===== config.mk =====
export PLATFORM = sky130hd
export DESIGN_NAME = fifo_wr_arbiter_flat
export DESIGN_NICKNAME = d
export VERILOG_FILES = /design/src/rtl/fifo_wr_arbiter_pkg.sv /design/src/rtl/fifo_wr_arbiter_if.sv /design/src/rtl/fifo_wr_arbiter_pick.sv /design/src/rtl/fifo_wr_arbiter.sv /design/src/flat_wrapper.sv
export SDC_FILE = /design/constraint.sdc
export NUM_CORES = 1
export LEC_CHECK = 0
export BUFFER_PORTS_ARGS = -buffer_cell sky130_fd_sc_hd__buf_2
export CAP_MARGIN = 10
export CORE_MARGIN = 2
export CORE_UTILIZATION = 50
export CTS_CLUSTER_DIAMETER = 150
export DETAILED_ROUTE_END_ITERATION = 10
export MAX_ROUTING_LAYER = met4
export PLACE_DENSITY = 0.78
export RECOVER_POWER = 100
export SYNTH_ARGS = -nofsm -noshare
export SYNTH_HDL_FRONTEND = slang
export SYNTH_HIERARCHICAL = 1
export SYNTH_SLANG_ARGS = --single-unit

===== constraint.sdc =====
create_clock -name clk -period 2.69 [get_ports clk]
set_input_delay 0.1345 -clock clk [delete_from_list [all_inputs] [get_ports clk]]
set_output_delay 0.1345 -clock clk [all_outputs]
set_load 0.02 [all_outputs]

===== src/rtl/fifo_wr_arbiter_pkg.sv =====
// fifo_pkg: types and helpers shared by the FIFO write arbiter.
//   arb_state_e      - arbiter ownership state (IDLE / OWN)
//   FIFO_DATA_WIDTH  - default entry width, matches the fifo block
//   rr_pick()        - first set bit of valid[], searching from start and
//                      wrapping modulo n (n need not be a power of two)
package fifo_pkg;

  localparam int FIFO_DATA_WIDTH = 2;
  localparam int MAX_REQ         = 8;  // largest supported NUM_REQ
  localparam int MAX_REQ_W       = 3;  // index width for MAX_REQ

  typedef enum logic {
    IDLE = 1'b0,
    OWN  = 1'b1
  } arb_state_e;

  // Returns start when nothing is valid; callers gate with an any-valid flag.
  function automatic logic [MAX_REQ_W-1:0] rr_pick(
    input logic [MAX_REQ-1:0]   valid,
    input logic [MAX_REQ_W-1:0] start,
    input int                   n
  );
    logic [MAX_REQ_W-1:0] idx;
    logic [3:0]           j;
    logic                 found;
    idx   = start;
    found = 1'b0;
    for (int k = 0; k < MAX_REQ; k++) begin
      if (k < n) begin
        // start < n and k < n, so one subtraction is a full modulo
        j = {1'b0, start} + 4'(k);
        if (j >= 4'(n)) j = j - 4'(n);
        if (!found && valid[j[MAX_REQ_W-1:0]]) begin
          idx   = j[MAX_REQ_W-1:0];
          found = 1'b1;
        end
      end
    end
    return idx;
  endfunction

endpackage


===== src/rtl/fifo_wr_arbiter_if.sv =====
// Producer-side handshake plus the fifo write port, bundled for the arbiter.
//   master: arbiter view (takes requests and fifo_full, drives grant/write)
//   slave : environment view (producers + fifo)
interface fifo_wr_arbiter_if
  import fifo_pkg::*;
#(
  parameter int NUM_REQ    = 4,
  parameter int DATA_WIDTH = FIFO_DATA_WIDTH,
  parameter int ID_WIDTH   = $clog2(NUM_REQ)
);
  logic [NUM_REQ-1:0]            req_valid;
  logic [NUM_REQ*DATA_WIDTH-1:0] req_data;
  logic [NUM_REQ-1:0]            req_ready;
  logic                          fifo_full;
  logic                          fifo_wr;
  logic [DATA_WIDTH-1:0]         fifo_data;
  logic [ID_WIDTH-1:0]           grant_id;
  logic [15:0]                   xfer_cnt;

  modport master (
    input  req_valid, req_data, fifo_full,
    output req_ready, fifo_wr, fifo_data, grant_id, xfer_cnt
  );

  modport slave (
    output req_valid, req_data, fifo_full,
    input  req_ready, fifo_wr, fifo_data, grant_id, xfer_cnt
  );
endinterface


===== src/rtl/fifo_wr_arbiter_pick.sv =====
// rr_pick_comb: combinational rotate-priority encoder.
//   valid - request vector
//   start - index where the search begins (wraps modulo NUM_REQ)
//   idx   - first valid index at or after start
//   any   - at least one request is valid
module rr_pick_comb
  import fifo_pkg::*;
#(
  parameter int NUM_REQ = 4,
  parameter int IW      = $clog2(NUM_REQ)
) (
  input  logic [NUM_REQ-1:0] valid,
  input  logic [IW-1:0]      start,
  output logic [IW-1:0]      idx,
  output logic               any
);
  logic [MAX_REQ-1:0]   valid_ext;
  logic [MAX_REQ_W-1:0] start_ext;

  assign valid_ext = MAX_REQ'(valid);
  assign start_ext = MAX_REQ_W'(start);
  assign idx       = IW'(rr_pick(valid_ext, start_ext, NUM_REQ));
  assign any       = |valid;
endmodule


===== src/rtl/fifo_wr_arbiter.sv =====
// fifo_wr_arbiter: round-robin arbiter sharing the fifo write port between
// NUM_REQ valid/ready producers, with a burst limit per owner.
//   clk, rst       - clock, synchronous active-high reset
//   bus.req_valid  - per-producer request
//   bus.req_data   - flat producer data, slice i at [i*DATA_WIDTH +: DATA_WIDTH]
//   bus.req_ready  - one-hot (or zero) accept strobe
//   bus.fifo_full  - from fifo.full
//   bus.fifo_wr    - to fifo.wr
//   bus.fifo_data  - to fifo.data_in
//   bus.grant_id   - producer owning the current write (valid with fifo_wr)
//   bus.xfer_cnt   - accepted writes, wraps at 2^16
module fifo_wr_arbiter
  import fifo_pkg::*;
#(
  parameter int NUM_REQ    = 4,
  parameter int DATA_WIDTH = FIFO_DATA_WIDTH,
  parameter int MAX_BURST  = 4
) (
  input  logic               clk,
  input  logic               rst,
  fifo_wr_arbiter_if.master  bus
);
  localparam int ID_WIDTH = $clog2(NUM_REQ);

  arb_state_e          state_q, state_d;
  logic [ID_WIDTH-1:0] last_q, last_d;
  logic [3:0]          burst_q, burst_d;
  logic [15:0]         xfer_q, xfer_d;

  logic [ID_WIDTH-1:0] start_idx;
  logic [ID_WIDTH-1:0] pick_idx;
  logic                any_valid;
  logic                keep_owner;
  logic [ID_WIDTH-1:0] grant;
  logic                xfer;

  // Rotation resumes just after the last granted producer.
  assign start_idx = (last_q == ID_WIDTH'(NUM_REQ-1)) ? '0 : last_q + 1'b1;

  rr_pick_comb #(.NUM_REQ(NUM_REQ), .IW(ID_WIDTH)) u_pick (
    .valid (bus.req_valid),
    .start (start_idx),
    .idx   (pick_idx),
    .any   (any_valid)
  );

  // Owner stays while it still requests and has burst budget left. When the
  // budget is spent the search from owner+1 wraps back to the owner itself if
  // nobody else requests, so a lone requester never sees an idle bubble.
  assign keep_owner = (state_q == OWN) && bus.req_valid[last_q] &&
                      (burst_q < 4'(MAX_BURST));
  assign grant      = keep_owner ? last_q : pick_idx;
  assign xfer       = any_valid && !bus.fifo_full && !rst;

  // State register
  always_ff @(posedge clk) begin
    if (rst) begin
      state_q <= IDLE;
      last_q  <= ID_WIDTH'(NUM_REQ-1);
      burst_q <= 4'd0;
      xfer_q  <= 16'd0;
    end else begin
      state_q <= state_d;
      last_q  <= last_d;
      burst_q <= burst_d;
      xfer_q  <= xfer_d;
    end
  end

  // Next state. A full fifo with pending requests falls through both
  // branches, so ownership and burst count are frozen until space returns.
  always_comb begin
    state_d = state_q;
    last_d  = last_q;
    burst_d = burst_q;
    xfer_d  = xfer_q;
    if (xfer) begin
      state_d = OWN;
      xfer_d  = xfer_q + 16'd1;
      if (grant == last_q) begin
        burst_d = (burst_q >= 4'(MAX_BURST)) ? 4'(MAX_BURST) : burst_q + 4'd1;
      end else begin
        last_d  = grant;
        burst_d = 4'd1;
      end
    end else if (!any_valid) begin
      // last_q is kept so the rotation position survives idle periods
      state_d = IDLE;
      burst_d = 4'd0;
    end
  end

  // Outputs
  always_comb begin
    bus.fifo_wr   = xfer;
    bus.grant_id  = grant;
    bus.xfer_cnt  = xfer_q;
    bus.req_ready = '0;
    bus.fifo_data = '0;
    for (int i = 0; i < NUM_REQ; i++) begin
      if (grant == ID_WIDTH'(i)) begin
        bus.req_ready[i] = xfer;
        bus.fifo_data    = bus.req_data[i*DATA_WIDTH +: DATA_WIDTH];
      end
    end
  end

endmodule


===== src/flat_wrapper.sv =====
// flat-port wrapper written by rule: the top's interface ports become plain ports
module fifo_wr_arbiter_flat import fifo_pkg::*;
#(
  parameter int NUM_REQ    = 4,
  parameter int DATA_WIDTH = FIFO_DATA_WIDTH,
  parameter int MAX_BURST  = 4
)
  (clk, rst, bus_req_valid, bus_req_data, bus_fifo_full, bus_req_ready, bus_fifo_wr, bus_fifo_data, bus_grant_id, bus_xfer_cnt);
  fifo_wr_arbiter_if #(.NUM_REQ(NUM_REQ), .DATA_WIDTH(DATA_WIDTH)) bus_i ();
  input  logic clk;
  input  logic rst;
  input wire logic [$bits(bus_i.req_valid)-1:0] bus_req_valid;
  input wire logic [$bits(bus_i.req_data)-1:0] bus_req_data;
  input wire logic [$bits(bus_i.fifo_full)-1:0] bus_fifo_full;
  output wire logic [$bits(bus_i.req_ready)-1:0] bus_req_ready;
  output wire logic [$bits(bus_i.fifo_wr)-1:0] bus_fifo_wr;
  output wire logic [$bits(bus_i.fifo_data)-1:0] bus_fifo_data;
  output wire logic [$bits(bus_i.grant_id)-1:0] bus_grant_id;
  output wire logic [$bits(bus_i.xfer_cnt)-1:0] bus_xfer_cnt;
  assign bus_i.req_valid = bus_req_valid;
  assign bus_i.req_data = bus_req_data;
  assign bus_i.fifo_full = bus_fifo_full;
  assign bus_req_ready = bus_i.req_ready;
  assign bus_fifo_wr = bus_i.fifo_wr;
  assign bus_fifo_data = bus_i.fifo_data;
  assign bus_grant_id = bus_i.grant_id;
  assign bus_xfer_cnt = bus_i.xfer_cnt;
  fifo_wr_arbiter #(.NUM_REQ(NUM_REQ), .DATA_WIDTH(DATA_WIDTH), .MAX_BURST(MAX_BURST)) u_core (.clk(clk), .rst(rst), .bus(bus_i));
endmodule

Word-level counts from Yosys, hierarchy flattened

Cells that the tools add are included.
W data, S select, Z words.

Bitwise gates (word level): 1
Reduce and logical (&&, ||, !) cells: 15
$add $sub $neg: 10
Equality and inequality tests: 6
Multiply operators: 0
Mux-type cells: 37
Order comparisons: 11
Divide/modulo/power cells: 0
Shifts and indexed selects: 0

Operators with widths:

| cell                    | number |
|---|---|
| $mux W2                 | 10 |
| $add A16 B1 Y16 const B | 1 |
| $lt A3 B4 Y1 const B    | 4 |
| $mux W4                 | 4 |
| $mux W1                 | 14 |
| $bmux W1 S3             | 4 |
| $mux W3                 | 4 |
| $ge A3 B3 Y1 const B    | 3 |
| $sub A3 B3 Y3 const B   | 3 |
| $logic_and A1 B1 Y1     | 7 |
| $add A2 B2 Y3 const B   | 2 |
| $eq A2 B2 Y1 const B    | 3 |
| $logic_not A1 Y1        | 5 |
| $add A4 B1 Y4 const B   | 1 |
| $ge A4 B3 Y1 const B    | 1 |
| $lt A4 B3 Y1 const B    | 1 |
| $reduce_or A4 Y1        | 1 |
| $add A2 B1 Y3 const B   | 1 |
| $ge A2 B3 Y1 const B    | 1 |
| $lt A2 B3 Y1 const B    | 1 |
| $sub A2 B3 Y3 const B   | 1 |
| $add A2 B1 Y2 const B   | 1 |
| $bmux W1 S2             | 1 |
| $eq A2 B1 Y1 const B    | 1 |
| other kinds (5)         | 5 |

Memories kept: 0
Flip-flop bits (word level): 23
Output and inout bits: 25
Memory bits (writable): 0
Latch bits: 0
Logic and storage cells: 84
Memory bits (read-only): 0

Depth between registers and ports, before layout

Gate-level depths: netlist of run 1.

Depth in word-level cells: 22
Gate-level depth with buffers: 10
Depth with buffers taken out: 10

By module

The synthesis of run 1 kept the hierarchy.

Modules (own cells, without submodules):

| module          | instances | area each (µm²) | cells each |
|---|---|---|---|
| fifo_wr_arbiter | 1         | 1218.7          | 138 |
| rr_pick_comb    | 1         | 88.8            | 17 |

Worst setup path before layout of run 1

Ideal clock, no wire load.

Path type: flip-flop to output port
Start: reg u_core.last_q[1]
End: out bus_fifo_data[0]
Setup slack: 468 ps
Cell stages (with the launch flop): 9
Data arrival time: 2088 ps
Buffers on the path: 0
Data required time: 2556 ps
Cell sequence: dfxtp_1 ha_1 a21oi_1 o2bb2ai_1 inv_1 a21oi_2 a2bb2oi_4 mux2i_1 mux2i_1

Word-level cells in the longest chain between the ends: 22
Elaborated cells between the ends (all ways): 52
Classes of those cells: 8 x add/sub; 4 x order compare; 4 x eq/ne; 27 x mux; 9 x reduce/logical

Ends and longest elaborated chain:

| element                                                | line                      | source |
|---|---|---|
| start: declaration                                     | fifo_wr_arbiter.sv:26     | `logic [ID_WIDTH-1:0] last_q, last_d;` |
| start signal: assignment                               | fifo_wr_arbiter.sv:59     | `last_q <= ID_WIDTH'(NUM_REQ-1);` |
| start signal: assignment                               | fifo_wr_arbiter.sv:64     | `last_q <= last_d;` |
| $add A2 B1 Y2 / $eq A2 B2 Y1 (equally long branches)   | fifo_wr_arbiter.sv:38     | `assign start_idx = (last_q == ID_WIDTH'(NUM_REQ-1)) ? '0 : last_q + 1'b1;` |
| $mux W2 *                                              | fifo_wr_arbiter.sv:38     |  |
| named net u_core.start_idx[1]                          | fifo_wr_arbiter.sv:30     | `logic [ID_WIDTH-1:0] start_idx;` |
| branches (longest 13 deep; another with $add A2 B1 Y3) | n/a                       |  |
| $mux W2 *                                              | fifo_wr_arbiter_pkg.sv:33 | `if (!found && valid[j[MAX_REQ_W-1:0]]) begin` |
| named net u_core.pick_idx[1]                           | fifo_wr_arbiter.sv:31     | `logic [ID_WIDTH-1:0] pick_idx;` |
| $mux W2 *                                              | fifo_wr_arbiter.sv:52     | `assign grant = keep_owner ? last_q : pick_idx;` |
| named net bus_grant_id[1]                              | flat_wrapper.sv:18        | `output wire logic [$bits(bus_i.grant_id)-1:0] bus_grant_id;` |
| $logic_not A2 Y1                                       | fifo_wr_arbiter.sv:101    | `if (grant == ID_WIDTH'(i)) begin` |
| $mux W2 (3 in a row)                                   | fifo_wr_arbiter.sv:101    |  |
| $mux W2 *                                              | fifo_wr_arbiter.sv:101    |  |
| end: declaration                                       | flat_wrapper.sv:17        | `output wire logic [$bits(bus_i.fifo_data)-1:0] bus_fifo_data;` |

Mark *: on every way through the listed nets, which the timed path passes. The select of a mux whose other input is x is not followed.

Final worst setup path of run 1

Start: reg u_core.last_q[0]
End: out bus_fifo_data[0]

Word-level cells in the longest chain between the ends: 22
Elaborated cells between the ends (all ways): 52
Classes of those cells: 8 x add/sub; 4 x order compare; 4 x eq/ne; 27 x mux; 9 x reduce/logical

Ends and longest elaborated chain:

| element                                                | line |
|---|---|
| $add A2 B1 Y2 / $eq A2 B2 Y1 (equally long branches)   | fifo_wr_arbiter.sv:38 |
| $mux W2 *                                              | fifo_wr_arbiter.sv:38 |
| named net u_core.start_idx[0]                          | fifo_wr_arbiter.sv:30 |
| branches (longest 13 deep; another with $add A2 B1 Y3) | n/a |
| $mux W2 *                                              | fifo_wr_arbiter_pkg.sv:33 |
| named net u_core.pick_idx[1]                           | fifo_wr_arbiter.sv:31 |
| $mux W2 *                                              | fifo_wr_arbiter.sv:52 |
| $logic_not A2 Y1                                       | fifo_wr_arbiter.sv:101 |
| $mux W2 (3 in a row)                                   | fifo_wr_arbiter.sv:101 |
| $mux W2 *                                              | fifo_wr_arbiter.sv:101 |

Marked as above.

==> metrics list, run 1 <==
- Unrepaired setup endpoints after global routing: false
* Clock power share: 19.1%
* Status: finished clean
* Die area: 0.00304 mm^2
- In the synthesized netlist the dominant register cell turns out to be dfxtp_1.
* Top cell type by total area after synthesis: dfxtp_1
* Aggregate global-route resource usage: 18.8%
- Clock latency of the later-clocked register in the worst-skew pair: 300 ps
- Global routing consumed, on the met2 layer, 29.8% of the routing resources.
* Met3 usage in global routing: 3.23%
- In this run the worst hold path is classified as in2reg.
- FF+latch count, synth: 23
- The Yosys step of the flow raised 6 warnings.
* Worst setup path category: reg2out
- Counting the buffers created by CTS gives 3.
- Number of antenna diodes: 0
- The count of pins over their slew limit is 0.
- Final critical-path share of the clock period: 93.2%
* Final hold slack: 82.9 ps
- Wire length of the first global-routing pass: 4100 um
* Number of top-level pins: 40
- Using the TritonRoute via totals, the vias-per-cell ratio works out to 5.45.
- Worst setup slack before clock tree synthesis: 287 ps
- Clk slew on worst S/H paths: 120 ps
- Mapped Cells: 155
- Routed length per instance: 12.0 um
* Endpoint kind of the worst setup timing path: output pin
- The worst setup path is launched from a flip-flop.
- Max-Cap Viols: 0
- STA puts the critical path data required time at 2560 ps.
* Share of cells above drive strength 1: 18.1%
- Detailed Route Iter0 Violations: 26
- The share of synthesized area in the top cell type comes to 35.2%.
- Setup total negative slack on the finished layout was measured at 0 ps.
- Switching power total: 282 uW
- Count of flip-flops with a built-in enable after synthesis: 0
- No sink is reached through more buffers than the 2 on the longest clock path.
- The final layout contains 212 nets.
- Horizontal die dimension: 55.1 um
- Effective utilization at floorplan: 52.8%
* Async SR Flop Fraction: 0%
- Deepest level of the CTS H-tree: 1
- Synthesis instantiated 38 different standard cells from the library.
* Antenna violation net count after detailed routing: 0
* Worst slew margin: 33.3%
- Arrival time of the worst setup path: 2370 ps
- Yosys attributes the largest share of cell area to dfxtp_1 (35%), nor2_1 (6.6%), xor2_1 (6.0%), mux2i_1 (5.4%), nand2_1 (4.0%).
* Drt pass-1 iters: 4
- Of the synthesized area, sequential elements account for 35.2%.
- Final HPWL from detailed placement: 2050 um
- Entering global routing, the biggest net connects 24 pins.
- Growth of design area from synthesis to finish: 18.0%
- Number of global-route vias before repair: 984
* Mean cell area of the mapped netlist: 8.44 um^2
- Internal: 532 uW
* Count of unresolved DRC violations after routing: 0
* Fin crit period: 2510 ps
- Count of vias placed by the detailed router: 1215
* Num Clock Sinks: 23
* Area of the mapped netlist: 0.00131 mm^2
- Fraction of power consumed by combinational cells: 35.1%
- Final number of setup-violating endpoints: 0
* Final estimated routing congestion in global placement: 0.826
* Top fanout value on the critical path: 8
- Row count: 18
- Total routed wirelength: 2680 um
- Fill cells in the final layout number 240.
- GR Layer Usage met1: 24.5%
- Clock tree from TritonCTS: yes
- Clock tree root buffer cell: clkbuf_4
- Standard cell core area: 0.00248 mm^2
- Final critical-path setup slack: 184 ps
- The die is 55.1 um tall.
- Clock skew on the completed layout was measured at 1.27 ps.
* Top achievable clock speed: 0.399 GHz
- During placement, the flow inserted port buffers numbering 39.
- VDD sags by at most 354 uV.
* Power density of the placed cells: 528 mW/mm^2
- Total gr overflow: 0
- met2 is the most crowded layer.
- Post-CTS Setup Repair Bufs: 0
- The initial antenna violation count was 0.
- Net switching is 34.6% of the power.
- Post-Synthesis Net Count: 173
- Number of hold violations in the final report: 0
- Sequential power share: 45.9%
- For the pin with the worst max-slew slack, the measured transition is 998 ps.
- The analysis attributes to cell leakage a power of 0.000619 uW.
## flip-flops by register name, summed over array words and instances, names as in the netlist
register             count
u_core/bus.xfer_cnt     16
u_core/state_q           1
u_core/last_q            2
u_core/burst_q           4
## area by class of cell
class	instances	area (um^2)	area share, %
Clock buffer	4	26.3	1.70
Inverter	8	30.0	1.95
Multi-Input combinational cell	118	803	52.1
Sequential cell	23	468	30.3
Tap cell	30	37.5	2.43
Timing Repair Buffer	40	178	11.5
## stage by stage
step           std cells  power (uW)  utilization [%]  instance area (um^2)
2_1_floorplan        155         578                -                  1310
3_3_place_gp         219         636             61.4                  1520
3_5_place_dp         219         648             61.4                  1520
4_1_cts              223         804             62.5                  1550
5_1_grt              223         855             62.3                  1540
6_report             223         814             62.3                  1540
## synth_stat cells (4+ instances only)
cell	count
inv_1	8
xnor2_1	6
nand2_1	14
mux2i_1	7
a21oi_1	8
nor3_1	4
nor2_1	23
nand2b_1	4
nand3_1	5
dfxtp_1	23
clkbuf_1	4
xor2_1	9
## worst paths after layout
kind                                       from                              to  slack [ps]  depth (start not counted)
hold / removal                    bus_fifo_full     u_core/state_q$_SDFFE_PP0P_          80                          2
setup / recovery  u_core/last_q[0]$_SDFFE_PP1P_                bus_fifo_data[0]         180                         11
setup reg to reg  u_core/last_q[0]$_SDFFE_PP1P_  u_core/burst_q[0]$_SDFFE_PP0P_         610                         10
hold reg to reg     u_core/state_q$_SDFFE_PP0P_     u_core/state_q$_SDFFE_PP0P_         450                          2
## critical path, stage by stage, from the launching register on
cell and delay (ps):
dfxtp_4 440, ha_4 150, nor2_2 40, nor2b_1 160
nor2_1 80, o2bb2ai_2 190, inv_2 90, a21oi_2 160
a2bb2oi_4 280, mux2i_1 230, mux2i_1 90, clkbuf_2 170
## timing repair
action | CTS | global route
hold buffers | 0 | 0
setup endpoints to repair | 4 | 4
pin swaps | 0 | 1
gates cloned | 0 | 0
hold endpoints to repair | 0 | 0
resized for setup | 2 | 7
## power by group through the flow
stage,sequential (uW),clock (uW),combinational [uW]
floorplan,372,0,207
global placement,374,0,262
detailed placement,376,0,273
CTS,369,160,274
global route,376,175,305
finish,373,155,285
## cell families after synthesis
group	synth area share (%)
simple gates	27.1
flops	35.2
fa+ha+maj	2.87
mux	7.27
compound gates	13.1
xor+xnor	10.0
buf+inv	4.40
## layer usage
metal  vias to the layer above  wire length [um]
met5                         -                 0
met4                         0                15
met3                         2               114
met2                        31              1250
met1                       563              1290
li1                        619                 -
## cells in the final DEF (no fill, tap or decap), drive strengths merged
cell	netlist	routed
mux2i	8	8
inv	8	8
a21oi	9	9
nor3	4	4
o31a	1	1
nor2	23	23
o311a	1	1
a32oi	1	1
mux2	1	1
xnor2	6	6
nand3	5	5
or3	1	1
nand2	14	14
clkbuf	4	27
nor4	3	3
nand4	3	3
buf	2	17
and2	1	1
ha	3	3
nor3b	2	2
a2bb2oi	1	1
and4	3	3
o211ai	1	1
o21ai	3	3
nor2b	3	3
a221oi	1	1
a31oi	1	1
and3	3	3
o2bb2ai	1	1
o221a	2	2
xor2	9	9
nand2b	4	4
dfxtp	23	23
Power figures use the tool's default switching activity.
==> inputs of run 2 (changes only) <==
Settings changed: CORE_UTILIZATION 50 to 52, PLACE_DENSITY 0.78 to 0.79, SYNTH_HIERARCHICAL 1 to not set.
==> run 2 against run 1 <==
Critical path depth decreased by 3. Area after synthesis is 11% higher. Setup slack got worse by 530 ps. The run now ends with negative setup slack left. Routed wire length increased by 42%. First-iteration DRC count rose by 77%. Final cell count rose by 15%. Clock power increased by 8%. Worst hold slack improved by 88 ps. Clock skew up 2.2 ps.
==> metrics list, run 2 <==
- Among all flip-flop cells after synthesis, the most frequent one is dfxtp_1.
- Status: finished with violations
* Worst setup slack before clock tree synthesis: -137 ps
* FF+latch count, synth: 23
- Unrepaired setup endpoints after global routing: true
- After clock tree synthesis, the clock-pin slew on the worst setup and hold paths is 130 ps.
* Async SR Flop Fraction: 0%
- Synthesized-area fraction occupied by ao, oa, aoi and oai cells: 13.2%
- Synthesized-area fraction occupied by adder cells: 4.32%
- Each instance of the synthesized netlist takes up on average 8.38 um^2.
- The first global-routing pass estimated 6440 um of wire.
- Routed length per instance: 14.8 um
- # port buffers: 39
- Leading cell type in the layout, fill and taps excluded: nor2_1
* Area post-placement: 0.00177 mm^2
- For this run, the number of Yosys warnings is 0.
- Summing every instance area after synthesis gives 0.00145 mm^2.
* Maximum buffer depth of the clock tree: 2
- TritonCTS built the clock tree.
- At the pin with the least slew margin, the transition time is 798 ps.
- The layout has 216 filler cells.
* Effective utilization at floorplan: 53.5%
- Clock tree synthesis inserted a total of 3 buffers.
- Area taken by flip-flops and latches: 468 um^2
- Final critical-path share of the clock period: 113%
* Dominant combinational cell family by area after synthesis: simple AND/OR/NAND/NOR gates
- 40 I/O pins were placed.
* Post-Layout Inst Area: 0.00199 mm^2
* Endpoint kind of the worst setup timing path: output pin
* Number of slew-limit violations in the final report: 0
* Fin cells: 257
* Number of antenna violations at the first check in global routing: 0
* Dominant cells by area after synthesis: dfxtp_1 (32%), xor2_1 (6.6%), mux2i_1 (6.2%), nor2_1 (6.0%), ha_1 (4.3%)
* Final critical-path setup slack: -351 ps
- Standard cell core area: 0.00271 mm^2
* Most frequent cells in the layout: nor2_1 (23), dfxtp_1 (21), clkbuf_1 (18), nand2_1 (16), buf_4 (15)
* Power density of the placed cells: 617 mW/mm^2
- Number of global-route vias before repair: 1411
- The design draws 1230 uW.
* Mapped Cells: 173
- Share of cells above drive strength 1: 33.2%
- Top achievable clock speed: 0.329 GHz
* Antenna violation net count after detailed routing: 0
* Count of vias placed by the detailed router: 1503
* Final core occ: 73.3%
- Detailed Route Iter0 Violations: 46
- Violated checks: negative setup slack
- Post-Synthesis Net Count: 193
* Arrival time of the worst setup path: 2910 ps
* Data required time of the critical path: 2560 ps
- From left edge to right edge, the die measures 56.8 um.
* Clock tree root buffer cell: clkbuf_4
- Commonest cells in the netlist: dfxtp_1 (23), nor2_1 (23), nand2_1 (16)
* Leak pwr: 0.000840 uW
- Final HPWL from detailed placement: 2610 um
* Worst min-delay path class: in2reg
- Count of flip-flops with a built-in enable after synthesis: 0
* Multi-input combinational cell area: 0.00109 mm^2
- Num Clock Sinks: 23
* Count of unresolved DRC violations after routing: 0
- STA classifies the critical path startpoint as a flip-flop.
- Row count: 19
* Fin crit period: 3040 ps
- Top fanout value on the critical path: 6
- Fraction of synthesized cell area taken by the top area cell type: 31.8%
* Worst slew margin: 46.4%
- Deepest level of the CTS H-tree: 1
* Aggregate global-route resource usage: 25.8%
- Growth of design area from synthesis to finish: 37.0%
* Post-synthesis sequential area ratio: 31.8%
- From bottom edge to top edge, the die measures 56.8 um.
- The worst-case IR drop observed on VDD is 587 uV.
* Pin count of the biggest net entering global routing: 20
- Number of antenna diodes: 0
- Counting tap cells, the placed design contains a total of 243 instances.
- Summed over all layers, the global routing overflow is 0.
* Final setup skew: 3.52 ps
- Net total in the final layout: 247
* Clock latency of the later-clocked register in the worst-skew pair: 320 ps
* Max-Cap Viols: 0
- After synthesis, the netlist uses 41 different library cells.
* Multiplexer area fraction after synthesis: 10.1%
* Post-Synth XOR/XNOR Area: 9.67%
- Die area: 0.00322 mm^2
- Routability-driven placement finished with a final weighted congestion of 0.959.
- Avg Vias per Cell: 5.85
* Number of hold violations in the final report: 0
- Total routed wirelength: 3810 um
- The register with the most flip-flops in the layout has 16 of them.
- The first TritonRoute pass finished after 4 iterations.
- Top cell type by total area after synthesis: dfxtp_1
* Worst setup path category: reg2out
- Of the total synthesized cell area, the portion taken by AND, OR, NAND and NOR gates is 27.5%.
- Final number of setup-violating endpoints: 8
-- run 2: changes by cell type in the layout (fill, tap and decap cells not counted), moves of 4 or more --
| cell | change |
|---|---|
| buf_4 | +14 |
| buf_6 | +7 |
| mux2i_1 | -5 |
| a21oi_1 | -4 |
| and3_1 | +4 |
| nand2b_1 | -4 |
| or2_2 | +4 |
-- run 2: stage by stage --
step / TNS, ps / hold slack [ps]
2_1_floorplan: -4.77 / 436
5_1_grt: -2880 / 184
3_5_place_dp: -319 / 494
3_3_place_gp: -58.8 / 480
4_1_cts: -1930 / 176
6_report: -2230 / 171
-- run 2: worst paths after layout --
check / from / end / slack (ps) / cells past startpoint
setup reg to reg: u_core.last_q[0]$_SDFFE_PP1P_ / u_core.last_q[0]$_SDFFE_PP1P_ / 190 / 10
setup / recovery: u_core.last_q[0]$_SDFFE_PP1P_ / bus_req_ready[1] / -350 / 8
hold reg to reg: u_core.bus.xfer_cnt[12]$_SDFFE_PP0P_ / u_core.bus.xfer_cnt[12]$_SDFFE_PP0P_ / 520 / 2
hold / removal: rst / u_core.bus.xfer_cnt[8]$_SDFFE_PP0P_ / 170 / 2
-- run 2: power by group --
| part | internal [uW] | leakage [uW] | switching [uW] |
|---|---|---|---|
| Sequential | 353 | 0.000187 | 13.8 |
| Combinational | 345 | 0.000635 | 346 |
| Clock | 55.8 | 0.0000177 | 112 |
| Total | 754 | 0.000840 | 471 |
-- run 2: cells by family (layout without fill, tap and decap cells) --
family	after synthesis	after routing
buffers and inverters	12	65
adder cells (fa/ha/maj)	5	5
multiplexers	12	12
flip-flops	23	23
XOR/XNOR	16	16
AND/OR/NAND/NOR	81	81
AO/OA/AOI/OAI	24	24
-- run 2: cell type report --
cell class,instances,area share [%]
clock buffer,3,1.13
tap,31,1.95
clock inverter,1,0.252
sequential,23,23.6
inverter,7,1.45
multi-input combinational,138,55.1
timing repair buffer,54,16.6
-- run 2: critical path, stage by stage, from the launching register on --
cell,delay [ps]
dfxtp_4,410
buf_4,150
mux4_2,530
or4_4,550
a21oi_4,210
a21oi_4,120
buf_6,160
nor4_4,260
buf_4,200
-- run 2: per-layer routing --
layer	vias to the layer above	global-route usage (%)	part of all wire (%)
met3	18	6.45	6.5
met1	687	32.8	43
met4	0	11.3	3.7
met2	69	39.0	46
li1	729	-	-
met5	-	-	0
-- run 2: repair_timing --
item | in CTS | in global routing
hold buffers | 0 | 0
resized for setup | 26 | 4
pin swaps | 9 | 1
hold endpoints to repair | 0 | 0
buffers inserted | 10 | 0
setup endpoints to repair | 8 | 8
